===== src/rtl/mem_bus_arbiter_pkg.sv =====
// Shared types for the two-port memory bus arbiter: FSM states, owner encoding, access sizes.
package mem_bus_arbiter_pkg;

  localparam int unsigned SIZE_W = 2;

  typedef enum logic [1:0] {
    IDLE = 2'd0,
    ADDR = 2'd1,
    RESP = 2'd2
  } arb_state_t;

  typedef enum logic {
    INST = 1'b0,
    DATA = 1'b1
  } owner_t;

  localparam logic [SIZE_W-1:0] SIZE_BYTE = 2'd0;
  localparam logic [SIZE_W-1:0] SIZE_HALF = 2'd1;
  localparam logic [SIZE_W-1:0] SIZE_WORD = 2'd2;

endpackage


===== src/rtl/arb_rr2.sv =====
// Two-way round-robin picker: on a conflict the requester opposite the last grant wins.
module arb_rr2
  import mem_bus_arbiter_pkg::*;
(
  input  logic [1:0] req_i,       // [0] = INST, [1] = DATA
  input  owner_t     last_grant,
  output logic [1:0] grant_c
);

  always_comb begin
    grant_c = 2'b00;
    if (req_i == 2'b11) begin
      grant_c = (last_grant == INST) ? 2'b10 : 2'b01;
    end else begin
      grant_c = req_i;
    end
  end

endmodule


===== src/rtl/mem_bus_arbiter.sv =====
// Shares one SRAM-like bus between fetch and data ports; one transaction in flight,
// round-robin on conflicts, and fetch responses can be discarded on a pipeline flush.
module mem_bus_arbiter
  import mem_bus_arbiter_pkg::*;
#(
  parameter int unsigned ADDR_W = 32,
  parameter int unsigned DATA_W = 32
) (
  input  logic                clk,
  input  logic                rst,
  input  logic                inst_req,
  input  logic [ADDR_W-1:0]   inst_addr,
  input  logic                inst_cancel,
  output logic                inst_addr_ok,
  output logic                inst_data_ok,
  output logic [DATA_W-1:0]   inst_rdata,
  input  logic                data_req,
  input  logic                data_wr,
  input  logic [SIZE_W-1:0]   data_size,
  input  logic [DATA_W/8-1:0] data_wstrb,
  input  logic [ADDR_W-1:0]   data_addr,
  input  logic [DATA_W-1:0]   data_wdata,
  output logic                data_addr_ok,
  output logic                data_data_ok,
  output logic [DATA_W-1:0]   data_rdata,
  output logic                mem_req,
  output logic                mem_wr,
  output logic [SIZE_W-1:0]   mem_size,
  output logic [DATA_W/8-1:0] mem_wstrb,
  output logic [ADDR_W-1:0]   mem_addr,
  output logic [DATA_W-1:0]   mem_wdata,
  input  logic                mem_addr_ok,
  input  logic                mem_data_ok,
  input  logic [DATA_W-1:0]   mem_rdata,
  output logic                busy
);

  localparam int unsigned STRB_W = DATA_W / 8;

  arb_state_t          r_state;
  arb_state_t          w_next_state;
  owner_t              r_owner;
  owner_t              r_last_grant;
  logic                r_discard;
  logic                r_wr;
  logic [SIZE_W-1:0]   r_size;
  logic [STRB_W-1:0]   r_wstrb;
  logic [ADDR_W-1:0]   r_addr;
  logic [DATA_W-1:0]   r_wdata;

  logic [1:0]          w_grant;
  logic                w_grant_inst;
  logic                w_grant_data;
  logic                w_resp_done;
  logic                w_inst_done;

  arb_rr2 u_arb_rr2 (
    .req_i      ({data_req, inst_req}),
    .last_grant (r_last_grant),
    .grant_c    (w_grant)
  );

  always_ff @(posedge clk or negedge rst) begin
    if (!rst) begin
      r_state <= IDLE;
    end else begin
      r_state <= w_next_state;
    end
  end

  // Grants are only considered in IDLE; bus waits are unbounded in ADDR and RESP.
  always_comb begin
    w_next_state = r_state;
    w_grant_inst = 1'b0;
    w_grant_data = 1'b0;
    w_resp_done  = 1'b0;
    case (r_state)
      IDLE: begin
        w_grant_inst = w_grant[0];
        w_grant_data = w_grant[1];
        if (|w_grant) w_next_state = ADDR;
      end
      ADDR: begin
        if (mem_addr_ok) w_next_state = RESP;
      end
      RESP: begin
        if (mem_data_ok) begin
          w_resp_done  = 1'b1;
          w_next_state = IDLE;
        end
      end
      default: w_next_state = IDLE;
    endcase
  end

  // Request latch: fetches are always word reads with no byte enables.
  always_ff @(posedge clk or negedge rst) begin
    if (!rst) begin
      r_owner      <= INST;
      r_last_grant <= INST;
      r_wr         <= 1'b0;
      r_size       <= '0;
      r_wstrb      <= '0;
      r_addr       <= '0;
      r_wdata      <= '0;
    end else if (w_grant_inst) begin
      r_owner      <= INST;
      r_last_grant <= INST;
      r_wr         <= 1'b0;
      r_size       <= SIZE_WORD;
      r_wstrb      <= '0;
      r_addr       <= inst_addr;
      r_wdata      <= '0;
    end else if (w_grant_data) begin
      r_owner      <= DATA;
      r_last_grant <= DATA;
      r_wr         <= data_wr;
      r_size       <= data_size;
      r_wstrb      <= data_wstrb;
      r_addr       <= data_addr;
      r_wdata      <= data_wdata;
    end
  end

  // Discard flag: a flushed fetch still finishes on the bus but its response is dropped.
  always_ff @(posedge clk or negedge rst) begin
    if (!rst) begin
      r_discard <= 1'b0;
    end else if (w_next_state == IDLE) begin
      r_discard <= 1'b0;
    end else if (r_state != IDLE && r_owner == INST && inst_cancel) begin
      r_discard <= 1'b1;
    end
  end

  assign w_inst_done  = w_resp_done && (r_owner == INST) && !r_discard && !inst_cancel;

  // Handshakes are gated by reset so every output reads 0 while reset is held.
  assign inst_addr_ok = rst & w_grant_inst;
  assign data_addr_ok = rst & w_grant_data;
  assign inst_data_ok = w_inst_done;
  assign inst_rdata   = w_inst_done ? mem_rdata : '0;
  assign data_data_ok = w_resp_done && (r_owner == DATA);
  assign data_rdata   = (data_data_ok && !r_wr) ? mem_rdata : '0;

  assign mem_req      = (r_state == ADDR);
  assign mem_wr       = r_wr;
  assign mem_size     = r_size;
  assign mem_wstrb    = r_wstrb;
  assign mem_addr     = r_addr;
  assign mem_wdata    = r_wdata;
  assign busy         = (r_state != IDLE);

endmodule


===== config.mk =====
export PLATFORM = sky130hd
export DESIGN_NAME = mem_bus_arbiter
export DESIGN_NICKNAME = d
export VERILOG_FILES = /design/src/rtl/mem_bus_arbiter_pkg.sv /design/src/rtl/arb_rr2.sv /design/src/rtl/mem_bus_arbiter.sv
export SDC_FILE = /design/constraint.sdc
export NUM_CORES = 1
export LEC_CHECK = 0
export ABC_AREA = 1
export ABC_CLOCK_PERIOD_IN_PS = 3300
export BUFFER_PORTS_ARGS = -buffer_cell sky130_fd_sc_hd__buf_2
export CAP_MARGIN = 20
export CORE_AREA = 5 5 107 109
export DETAILED_ROUTE_END_ITERATION = 10
export DIE_AREA = 0 0 112 114
export PLACE_DENSITY = 0.77
export SLEW_MARGIN = 20
export SYNTH_ARGS = -nofsm -noshare
export SYNTH_HDL_FRONTEND = slang
export SYNTH_SLANG_ARGS = --single-unit

===== constraint.sdc =====
create_clock -name clk -period 3.3 [get_ports clk]
set_input_delay 0.33 -clock clk [delete_from_list [all_inputs] [get_ports clk]]
set_output_delay 0.33 -clock clk [all_outputs]
set_load 0.005 [all_outputs]

* Yosys cells after proc, flatten, opt, wreduce, memory -nomap -nowiden
Cells that the tools add are included.
** Storage, ports and cells
- Flip-flop bits (word level) :: 75
- Input port bits :: 142
** Cells by class
- Equal/unequal tests :: 3
- Mux-type cells :: 26
- Bitwise operators :: 3
- Reductions and logical operators :: 16
** Operators by type and width (count)
- 2-to-1 mux 32 bit :: 6
- 2-to-1 mux 2 bit :: 7
- 2-to-1 mux 1 bit :: 10
- 2-to-1 mux 4 bit :: 2
- logical AND 1 bit :: 7
- one-hot mux 2 bit (3 select lines) :: 1
- nonzero test 2 bit :: 3
- == test 2 bit, second input constant :: 2
- logical NOT 2 bit :: 2
- logical NOT 1 bit :: 3
- bitwise AND 1 bit :: 2
- == test 2 x 1 -> 1 bit, second input constant :: 1
- OR reduction 2 bit :: 1
- NOT 1 bit :: 1

* Logic depth before layout (Yosys ltp)
- Depth in word-level cells :: 7
- Depth in mapped cells :: 7
- Depth with buffers taken out :: 7

* Cells and area by module
Synthesis repeated with hierarchy kept, for this count alone.
** Second synthesis, totals
- Cell total of the unflattened synthesis :: 480
- Area total of the unflattened synthesis :: 3565.9 sq um
** By module, submodules not included
- mem_bus_arbiter :: instances 1, cells an instance 475, area each 3544.6 sq um, seq. area each 1876.8 sq um
- arb_rr2 :: instances 1, cells an instance 5, area each 21.3 sq um, seq. area each 0.0 sq um

* Worst setup path before layout
No wires, ideal clock.
- Kind :: register to output
- Start point :: reg r_state[0]
- End point :: out inst_rdata[12]
- Arrival time :: 1.170 ns
- Data required time :: 2.970 ns
- Setup slack :: 1.800 ns
- Stages on the path, launching flop included :: 7
- Buffers on the path :: 2
- Path through :: dfrtp_1 inv_1 nand3_1 or2_1 clkbuf_1 buf_2 nor2_1
** On the way
- Longest elaborated chain between the ends :: 6
** Ends and longest elaborated chain
- from (decl) :: line mem_bus_arbiter.sv:40 : arb_state_t r_state;
- from (signal assigned) :: line mem_bus_arbiter.sv:67 : r_state <= w_next_state;
- == test 2 bit :: line mem_bus_arbiter.sv:77 : case (r_state)
- 2-to-1 mux 1 bit :: line mem_bus_arbiter.sv:77
- logical AND 1 bit (3 in series) :: line mem_bus_arbiter.sv:136 : assign w_inst_done = w_resp_done && (r_owner == INST) && !r_discard && !inst_cancel;
- 2-to-1 mux 32 bit :: line mem_bus_arbiter.sv:142 : assign inst_rdata = w_inst_done ? mem_rdata : '0;
- to (decl) :: line mem_bus_arbiter.sv:16 : output logic [DATA_W-1:0] inst_rdata,
Every way passes these cells.

* Worst setup path in the final report
- Start point :: reg r_state[0]
- End point :: out inst_rdata[11]
The elaborated chain is that of the path after synthesis.

==> reports/qor.yml <==
final_area_um2: 5780
drive_gt1_share_pct: 36.3
fin_tns_setup_ps: 0
synth-edff-count: 0
grt_antenna_before_repair: 3
dp_hpwl_um: 10800
synth-simple-area-share_pct: 30.6
synthDistinctLibCells: 18
worstSetupEndpoint: "inst_rdata[11]"
ff2ff_setup_slack_ps: 1260
row_count: 38
cts.repair.resized: 0
cts_buffers: 9
area_growth_pct: 42.9
via_per_inst: 4.60
synth.area.mux_share_pct: 0
synth_xor_area_share_pct: 0
yosys.cell_count.top_type: "inv_1"
synth_fp_nets: 724
initial_utilization_pct: 38.5
first_pass_iters: 5
clk_path_buf_depth: 2
start_kind: "register"
max_clock_freq_mhz: 432
skew_ps: 9.37
num_io_pins: 283
ff2ff_path_depth: 7
slew_viol_final: 0
clock_sink_count: 75
final_antenna_net_count: 0
grt_pass1_vias: 4336
post-synth-top-area-cell: "dfrtp_1"
setup_viol: 0
clk_latency_ps: 340
nets: 988
p_leak_nw: 3.82
overflow: 0
status: "complete, no violations"
h-tree-depth: 3
synth_top_family_by_area: "simple AND/OR/NAND/NOR gates"
path_class: "register to output pin"
synth-compound-area-share_pct: 5.45
post-route-period-util_pct: 70.1
grt_use_total_pct: 20.9
synth_ff_type: "dfrtp_1"
fp.dieH_um: 114
yosysTopAreaCellShare_pct: 46.4
place_congestion: 0.865
die-area_um2: 12800
rsz0062_at_grt: "no"
p_total_w: 0.00410
reg2reg_from: "r_state[1]$_DFF_PN0_"
num_vias: 4568
drt-initial-drc-count: 294
grt_first_pass_wirelength_um: 21600
drc_errors: 0
port_buffers: 282
netlist_area_um2: 4040
die_x_um: 112
worst_setup_path_end_kind: "output pin"
grt_max_degree: 73
peakVddDrop_mv: 0.405
async_flop_share_pct: 100
worstPathRequired_ps: 2970
clk_pin_slew_worst_paths_ps: 80
crit_start: "r_state[0]$_DFF_PN0_"
pre_cts_ws_ps: 1190
syn_avg_cell_area_um2: 6.94
yosysSeqAreaShare_pct: 46.4
layout_min_cycle_time_ps: 2310
yosys_warnings: 0
post_cts_buffers: 0
maxSlewHeadroom_pct: 29.9
place_area_um2: 5530
core_area_um2: 10500
drt-total-wl_um: 14200
yosys-top-cells-count: "inv_1 (144), nand2_1 (141), dfrtp_1 (75)"
cts_root_buf: "clkbuf_8"
powerDensity_nw_per_um2: 711
syn-instance-count: 582
arrival_ps: 1980
hold_viol: 0
hold_path_class: "primary input to register"
ys_seq_elements: 75
worstMarginPinSlew_ps: 1050
regToRegEndpoint: "r_discard$_DFFE_PN0P_"
wl_per_cell_um: 14.2
synthTopCellsByArea: "dfrtp_1 (46%), inv_1 (13%), nand2_1 (13%), nand4_1 (5.1%), o21ai_0 (4.7%)"
worst_slack_ps: 986
cts_tree: "built"
yosys.area_share.adder_pct: 0
max_cap_viol_count: 0
path_max_fanout: 33
==> cells in the final DEF (no fill, tap or decap), drive strengths merged, types with 2 or more instances in the layout <==
cell type	netlist	routed
nand2	141	141
bufinv	0	2
nand3	35	35
buf	14	290
clkinvlp	0	2
o21ai	42	42
inv	145	146
dfrtp	75	75
nand4	33	33
clkbuf	24	9
clkinv	0	2
nor3	32	32
nor2	38	38
diode	0	3
==> worst max-delay path, cell delays in order (launching register included) <==
cell and delay, ps:
dfrtp_1 410, inv_1 90, nand3_1 60, or2_1 800, nor2_1 100, buf_2 170
==> cell families after synthesis <==
logic type / Yosys count
AND/OR/NAND/NOR: 281
buffers and inverters: 183
AO/OA/AOI/OAI: 43
flip-flops: 75
==> sequential cells by signal, summed over array words and instances, names as in the netlist <==
name          count
r_last_grant      1
r_state           2
r_discard         1
mem_wdata        32
mem_size          2
mem_wr            1
mem_addr         32
mem_wstrb         4
==> per-stage QoR <==
stage	utilization (%)	instances	hold WS, ps
2_1_floorplan	-	582	34.4
3_3_place_gp	52.7	974	308
3_5_place_dp	52.7	974	311
4_1_cts	54.9	991	200
5_1_grt	54.9	993	200
6_report	55.0	994	219
==> final cells by class <==
type | instances | area [µm²]
fill | 1075 | 4730
sequential | 75 | 1880
timing repair buffer | 291 | 1480
multi-input combinational | 324 | 1460
inverter | 145 | 544
tap | 140 | 175
clock buffer | 9 | 124
clock inverter | 7 | 101
antenna | 3 | 7.51
==> worst min-delay path by stage <==
stage / cells after the start / endpoint / startpoint / slack [ps]
final: 3 / mem_size[1]$_DFFE_PN0P_ / data_size[1] / 220
after detailed placement: 1 / mem_wdata[8]$_DFFE_PN0P_ / rst / 310
after CTS: 3 / mem_wr$_DFFE_PN0P_ / data_wr / 200
after floorplan: 0 / mem_addr[0]$_DFFE_PN0P_ / rst / 30
after global placement: 1 / mem_wdata[7]$_DFFE_PN0P_ / rst / 310
after global routing: 3 / mem_wr$_DFFE_PN0P_ / data_wr / 200
==> timing repair <==
item                       CTS  global route
hold buffers                 1             0
setup endpoints to repair    0             0
hold endpoints to repair    31             0
==> per-layer routing <==
metal	share of wire, %	wire length [µm]	global-route usage [%]	vias to the layer above
met5	0.092	13	0	-
met4	3.3	461	9.78	2
met3	8.2	1160	5.20	30
met2	50	7030	36.6	203
met1	39	5480	24.2	2041
li1	-	-	-	2292
==> report_power, final <==
group	internal (W)	switching [W]
clock	0.000431	0.000357
sequential	0.00132	0.000253
combinational	0.000681	0.00107
total	0.00243	0.00168
No activity file was read; power rests on OpenSTA's default activity.
